===== config.mk =====
export PLATFORM = sky130hd
export DESIGN_NAME = uart_cmd_parser
export DESIGN_NICKNAME = d
export VERILOG_FILES = /design/src/rtl/uart_cmd_pkg.sv /design/src/rtl/cmd_timeout_ctr.sv /design/src/rtl/uart_cmd_parser.sv
export SDC_FILE = /design/constraint.sdc
export NUM_CORES = 1
export LEC_CHECK = 0
export BUFFER_PORTS_ARGS = -buffer_cell sky130_fd_sc_hd__buf_4
export CORE_ASPECT_RATIO = 0.5
export CORE_UTILIZATION = 60
export CTS_CLUSTER_SIZE = 14
export DETAILED_ROUTE_END_ITERATION = 8
export PLACE_DENSITY = 0.8
export SLEW_MARGIN = 20
export SYNTH_ARGS = -nofsm -noshare
export SYNTH_HDL_FRONTEND = slang
export SYNTH_HIERARCHICAL = 1
export SYNTH_SLANG_ARGS = --single-unit

===== constraint.sdc =====
create_clock -name i_Clock -period 6.3 [get_ports i_Clock]
set_input_delay 0.63 -clock i_Clock [delete_from_list [all_inputs] [get_ports i_Clock]]
set_output_delay 0.63 -clock i_Clock [all_outputs]
set_load 0.01 [all_outputs]

===== src/rtl/uart_cmd_pkg.sv =====
// Shared types and constants for the UART command packet parser.
package uart_cmd_pkg;

  typedef enum logic [1:0] {
    S_SYNC = 2'd0,
    S_CMD  = 2'd1,
    S_ARG  = 2'd2,
    S_CHK  = 2'd3
  } state_e;

  localparam logic [7:0] SYNC_BYTE_DEFAULT = 8'hA5;

  localparam logic [7:0] CMD_STOP  = 8'h00;
  localparam logic [7:0] CMD_FWD   = 8'h01;
  localparam logic [7:0] CMD_REV   = 8'h02;
  localparam logic [7:0] CMD_LEFT  = 8'h03;
  localparam logic [7:0] CMD_RIGHT = 8'h04;

  function automatic logic [7:0] calc_chk(input logic [7:0] i_cmd, input logic [7:0] i_arg);
    return i_cmd ^ i_arg;
  endfunction

endpackage


===== src/rtl/cmd_timeout_ctr.sv =====
// Saturating up-counter with synchronous clear; o_Expired is high while the count sits at LIMIT-1.
module cmd_timeout_ctr
  import uart_cmd_pkg::*;
#(
  parameter int unsigned LIMIT = 16
) (
  input  logic i_Clock,
  input  logic i_Rst_n,
  input  logic i_Clear,
  output logic o_Expired
);

  localparam int unsigned W = (LIMIT > 1) ? $clog2(LIMIT) : 1;
  localparam logic [W-1:0] MAX_COUNT = W'(LIMIT - 1);

  logic [W-1:0] r_count;

  always_ff @(posedge i_Clock or negedge i_Rst_n) begin
    if (!i_Rst_n) begin
      r_count <= '0;
    end else if (i_Clear) begin
      r_count <= '0;
    end else if (r_count != MAX_COUNT) begin
      r_count <= r_count + 1'b1;
    end
  end

  assign o_Expired = (r_count == MAX_COUNT);

endmodule


===== src/rtl/uart_cmd_parser.sv =====
// Frames UART bytes into SYNC/CMD/ARG/CHK packets, validates them and tracks link liveness.
// Optional macro UART_CMD_FAILSAFE_EN forces o_Cmd/o_Arg to STOP/0 while the link is down.
module uart_cmd_parser
  import uart_cmd_pkg::*;
#(
  parameter logic [7:0]  SYNC_BYTE = SYNC_BYTE_DEFAULT,
  parameter int unsigned GAP_CLKS  = 2610,
  parameter int unsigned WDOG_CLKS = 1000000
) (
  input  logic       i_Clock,
  input  logic       i_Rst_n,
  input  logic       i_Rx_DV,
  input  logic [7:0] i_Rx_Byte,
  output logic       o_Cmd_DV,
  output logic [7:0] o_Cmd,
  output logic [7:0] o_Arg,
  output logic       o_Err,
  output logic       o_Link_Ok
);

  state_e     r_state, w_state_next;
  logic [7:0] r_cmd_sh, r_arg_sh;
  logic [7:0] r_cmd, r_arg;
  logic       r_cmd_dv, r_err, r_link_seen;

  logic w_gap_clear, w_gap_expired, w_timeout;
  logic w_chk_hit, w_pkt_ok, w_pkt_bad;
  logic w_wdog_expired, w_link_ok;

  // A byte arriving in the expiry cycle takes priority over the timeout.
  assign w_gap_clear = i_Rx_DV || (r_state == S_SYNC);
  assign w_timeout   = (r_state != S_SYNC) && !i_Rx_DV && w_gap_expired;
  assign w_chk_hit   = (r_state == S_CHK) && i_Rx_DV;
  assign w_pkt_ok    = w_chk_hit && (i_Rx_Byte == calc_chk(r_cmd_sh, r_arg_sh));
  assign w_pkt_bad   = w_chk_hit && (i_Rx_Byte != calc_chk(r_cmd_sh, r_arg_sh));

  cmd_timeout_ctr #(
    .LIMIT (GAP_CLKS)
  ) u_gap_ctr (
    .i_Clock   (i_Clock),
    .i_Rst_n   (i_Rst_n),
    .i_Clear   (w_gap_clear),
    .o_Expired (w_gap_expired)
  );

  cmd_timeout_ctr #(
    .LIMIT (WDOG_CLKS)
  ) u_wdog_ctr (
    .i_Clock   (i_Clock),
    .i_Rst_n   (i_Rst_n),
    .i_Clear   (w_pkt_ok),
    .o_Expired (w_wdog_expired)
  );

  always_ff @(posedge i_Clock or negedge i_Rst_n) begin
    if (!i_Rst_n) begin
      r_state <= S_SYNC;
    end else begin
      r_state <= w_state_next;
    end
  end

  always_comb begin
    w_state_next = r_state;
    if (w_timeout) begin
      w_state_next = S_SYNC;
    end else if (i_Rx_DV) begin
      case (r_state)
        S_SYNC:  w_state_next = (i_Rx_Byte == SYNC_BYTE) ? S_CMD : S_SYNC;
        S_CMD:   w_state_next = S_ARG;
        S_ARG:   w_state_next = S_CHK;
        S_CHK:   w_state_next = S_SYNC;
        default: w_state_next = S_SYNC;
      endcase
    end
  end

  always_ff @(posedge i_Clock or negedge i_Rst_n) begin
    if (!i_Rst_n) begin
      r_cmd_sh <= '0;
      r_arg_sh <= '0;
    end else if (w_timeout) begin
      r_cmd_sh <= '0;
      r_arg_sh <= '0;
    end else if (i_Rx_DV) begin
      if (r_state == S_CMD) r_cmd_sh <= i_Rx_Byte;
      if (r_state == S_ARG) r_arg_sh <= i_Rx_Byte;
    end
  end

  always_ff @(posedge i_Clock or negedge i_Rst_n) begin
    if (!i_Rst_n) begin
      r_cmd_dv    <= 1'b0;
      r_err       <= 1'b0;
      r_cmd       <= '0;
      r_arg       <= '0;
      r_link_seen <= 1'b0;
    end else begin
      r_cmd_dv <= w_pkt_ok;
      r_err    <= w_pkt_bad || w_timeout;
      if (w_pkt_ok) begin
        r_cmd       <= r_cmd_sh;
        r_arg       <= r_arg_sh;
        r_link_seen <= 1'b1;
      end
    end
  end

  // The watchdog saturates, so once expired the link stays down until the next good packet.
  assign w_link_ok = r_link_seen && !w_wdog_expired;

  assign o_Cmd_DV  = r_cmd_dv;
  assign o_Err     = r_err;
  assign o_Link_Ok = w_link_ok;

`ifdef UART_CMD_FAILSAFE_EN
  assign o_Cmd = w_link_ok ? r_cmd : CMD_STOP;
  assign o_Arg = w_link_ok ? r_arg : 8'h00;
`else
  assign o_Cmd = r_cmd;
  assign o_Arg = r_arg;
`endif

endmodule


==> run summary <==
* finished, final reports clean — outcome
* 51 — number of library cell types mapped by synthesis
* 386 — number of filler instances in the final layout
* 2.671 ns — final period demand of the worst path
* 0.8218 — Final Wtd Congestion
* 342 — Total Nets Final
* 70 — maximum number of pins on one net before global-route repair
* 0.001242 W — Internal Power
* false — RSZ-0062 raised after global routing
* 12.26 um2 — syn avg cell area
* 18.20 um — detail-routed net length per standard cell
* 374.4 MHz — f_max
* 0.4271 — worst slew slack as a fraction of its limit
* u_wdog_ctr/r_count[15] — CP startpoint
* 0.007245 ns — Fin Clk Skew
* 0.253 — Comb pwr share
* flop — element type at the critical path start
* 296 — gate count after technology mapping
* 5.67 ns — required time of the critical path
* 0 — total of max-cap violations
* 0 — total of cells resized after clock tree synthesis
* 0 — Post-CTS Setup Bufs
* 0 — Final Hold Violating Endpoints
* 0 — Hold-fix buffers, CTS
* 0.7486 — fin util
* built — clock tree from TritonCTS
* 0 — DRC Markers
* 0.4239 — final critical-path share of the clock period
* 9 — clock buffers created by TritonCTS
* 314 — Synth Net Count
* 19 — number of rows in the core area
* sky130_fd_sc_hd__dfrtp_1 (48%), sky130_fd_sc_hd__mux2_2 (7.8%), sky130_fd_sc_hd__mux2_4 (4.6%), sky130_fd_sc_hd__a22o_1 (4.3%), sky130_fd_sc_hd__xnor3_2 (2.6%) — top area cells in the synthesized netlist
* 5658 um2 — area of the core
* sky130_fd_sc_hd__clkbuf_16 — cell chosen for the clock root
* 7317 um — wire length after detailed routing
* 30 — # IOs
* 98 — number of DRC violations after detailed-routing iteration 0
* 0 — aggregate global routing overflow
* o_Arg[6] — endpoint of the worst register-to-register path
* 0.4759 — area share of the largest cell type after synthesis
* 0.0005246 W — total net switching power
* sky130_fd_sc_hd__dfrtp_1 — most instantiated flip-flop cell in the synthesis netlist
* 0.6413 — initial cell density of the core
* 69 — synthesis-stage register bit count
* 112.0 um — Horiz. Die Dim
* o_Link_Ok — crit path capture
* 0.34 ns — Worst-Skew Late Latency
* 2483 — vias post-DR
* 2544 — via count of the first global-routing pass
* 0.2970 — switching share of total power
* 12630 um — global-route wire length before repair
* in -> async — kind of path behind the tightest hold check
* 402 — number of standard cells in the layout, taps in and fillers out
* 0.345 — Clock power frac
* 3628 um2 — combined area of all synthesized cells
* 6381 um2 — Die Footprint
* primary output — kind of capture point of the worst setup path
* 4 — router iterations before antenna repair
* 4.02 ns — FF-to-FF setup slack
* 386 — number of cells in the design after placement
* 69 — clk sink count
* 0 — number of diodes
* 6 — Yosys Warn Count
* 16.72% — relative area change from synthesis to final layout
* 0.3009 — fraction of final layout cells with drive strength greater than 1
* 0 — number of failing setup endpoints in the final timing report
* sky130_fd_sc_hd__dfrtp_1 — cell type contributing the most total cell area after synthesis
* reg -> out — Crit Path Category
* r_arg_sh[4] — startpoint of the lowest-slack register-to-register path
* 1.000 — proportion of synthesized flip-flops having asynchronous set or reset
* 29 — Port Buffers
* 5 — worst r2r path cells
* 0.8594 ns — actual slew at the worst max-slew pin
* 0 — final-report max-slew violation count
* 1.899 nW — Lkg Pwr
* 6.177 — mean number of vias per cell
* 0 — Post-synth EDFFs
* 0.2650 — Tot GR Track Use
* 0 — initial antenna violation count
* 0 ns — TNS Setup
* 0.4759 — share of synthesized area occupied by flip-flops and latches
* 4836 um — final HPWL from detailed placement
* 0.402 — share of total power in sequential cells
* 2.04 ns — critical path data arrival time
* 0 — final antenna-violating net count
* 0.05 ns — clock-pin slew of the registers on the worst-case setup and hold paths
* 3 — maximum level of the CTS H-tree
* 0.2348 mV — worst supply voltage drop on vdd
* 56.99 um — Vert. Die Dim
* 5 — CP Max Fanout
* 417.1 nW/um2 — ratio of total power to cell area
* 2 — buffer depth of the longest clock path
==> cell type report <==
cell class / count / area, um2 / area share
Clock buffer: 12 / 236.5 / 0.05583
Inverter: 9 / 35.03 / 0.008272
Timing Repair Buffer: 30 / 225.2 / 0.05318
Tap cell: 73 / 91.34 / 0.02157
Clock inverter: 4 / 120.1 / 0.02836
Multi-Input combinational cell: 205 / 1800 / 0.4251
Sequential cell: 69 / 1727 / 0.4077
==> flip-flops by register name, summed over array words and instances (netlist names) <==
register,count
o_Cmd,8
u_wdog_ctr/r_count,20
r_link_seen,1
r_state,2
o_Arg,8
r_arg_sh,8
o_Err,1
o_Cmd_DV,1
r_cmd_sh,8
u_gap_ctr/r_count,12
==> power by group through the flow <==
stage | clock network, W | registers [W] | logic [W]
2_1_floorplan | 0 | 0.000668 | 0.000371
3_3_place_gp | 0 | 0.000702 | 0.000423
3_5_place_dp | 0 | 0.000709 | 0.000444
4_1_cts | 0.000618 | 0.000705 | 0.000449
5_1_grt | 0.000637 | 0.000727 | 0.000488
6_report | 0.000609 | 0.000710 | 0.000448
==> per-layer routing <==
layer | global-route usage | vias to the layer above | routed length, um
li1 | - | 1156 | -
met1 | 0.3173 | 1244 | 3179
met2 | 0.4472 | 73 | 3632
met3 | 0.09883 | 10 | 428
met4 | 0.1010 | 0 | 77
met5 | 0 | - | 0
==> cell usage in the layout, fill, tap and decap left out, types with 6 or more instances in the layout <==
master	instances
sky130_fd_sc_hd__ha_1	7
sky130_fd_sc_hd__inv_1	8
sky130_fd_sc_hd__nor2_1	17
sky130_fd_sc_hd__a21oi_1	13
sky130_fd_sc_hd__nand2_1	8
sky130_fd_sc_hd__a22o_1	18
sky130_fd_sc_hd__nand3_1	9
sky130_fd_sc_hd__dfrtp_1	69
sky130_fd_sc_hd__mux2_2	25
sky130_fd_sc_hd__o21ai_0	8
sky130_fd_sc_hd__xor2_1	6
sky130_fd_sc_hd__mux2_4	11
sky130_fd_sc_hd__nand4_1	9
sky130_fd_sc_hd__clkbuf_16	9
sky130_fd_sc_hd__buf_4	30
==> cells in the mapped netlist, types with 3 or more instances <==
cell                       count
sky130_fd_sc_hd__xnor2_1       4
sky130_fd_sc_hd__o31ai_1       5
sky130_fd_sc_hd__mux2_2       25
sky130_fd_sc_hd__nor2b_1       5
sky130_fd_sc_hd__nor2_1       17
sky130_fd_sc_hd__o21ai_0       8
sky130_fd_sc_hd__nand4_1       9
sky130_fd_sc_hd__a31oi_1       3
sky130_fd_sc_hd__a21oi_1      13
sky130_fd_sc_hd__dfrtp_1      69
sky130_fd_sc_hd__ha_1          7
sky130_fd_sc_hd__buf_2         3
sky130_fd_sc_hd__nand2_1       8
sky130_fd_sc_hd__clkbuf_1      8
sky130_fd_sc_hd__nor4_1        3
sky130_fd_sc_hd__inv_1         8
sky130_fd_sc_hd__a22o_1       18
sky130_fd_sc_hd__xnor3_1       4
sky130_fd_sc_hd__and4_1        3
sky130_fd_sc_hd__or4_1         5
sky130_fd_sc_hd__xnor3_2       4
sky130_fd_sc_hd__nand2b_1      5
sky130_fd_sc_hd__mux2_4       11
sky130_fd_sc_hd__xor2_1        6
sky130_fd_sc_hd__or3_1         5
sky130_fd_sc_hd__nand3_1       9
==> cells by family after synthesis <==
| logic type | count (synthesis) | share of synthesized area |
|---|---|---|
| AOI/OAI and AO/OA | 53 | 0.1017 |
| xor gates and xnor gates | 18 | 0.07517 |
| adders and majority gates | 7 | 0.02414 |
| buffers and inverters | 22 | 0.02862 |
| DFF | 69 | 0.4759 |
| muxes | 37 | 0.1259 |
| and+or+nand+nor | 90 | 0.1686 |
==> worst min path at each step <==
| stage | endpoint | slack, ns | cells past startpoint |
|---|---|---|---|
| final | u_gap_ctr/r_count[11] | 0.41 | 1 |
| after CTS | u_gap_ctr/r_count[1] | 0.44 | 1 |
| after detailed placement | r_link_seen | 0.45 | 1 |
| after floorplan | o_Arg[0] | 0.33 | 0 |
| after global placement | r_link_seen | 0.45 | 1 |
| after global routing | u_gap_ctr/r_count[3] | 0.48 | 1 |
==> worst max-delay path, stage by stage, from the launching register on <==
cell,delay (ns)
sky130_fd_sc_hd__dfrtp_1,0.43
sky130_fd_sc_hd__or4_4,0.56
sky130_fd_sc_hd__nor4_4,0.28
sky130_fd_sc_hd__nand3_4,0.15
sky130_fd_sc_hd__clkinv_2,0.10
sky130_fd_sc_hd__nor2b_1,0.05
sky130_fd_sc_hd__buf_4,0.14
==> metrics by stage <==
| step | total power, W | worst slack, ns | hold WS (ns) | instance area [um2] |
|---|---|---|---|---|
| 3_5_place_dp | 0.001153 | 3.615 | 0.4499 | 3879 |
| 3_3_place_gp | 0.001124 | 3.692 | 0.4465 | 3876 |
| 2_1_floorplan | 0.001039 | 3.794 | 0.3344 | 3628 |
| 5_1_grt | 0.001852 | 3.544 | 0.4825 | 4235 |
| 4_1_cts | 0.001772 | 3.626 | 0.4396 | 4235 |
| 6_report | 0.001766 | 3.629 | 0.4078 | 4235 |
(Power assumes the default switching activity.)
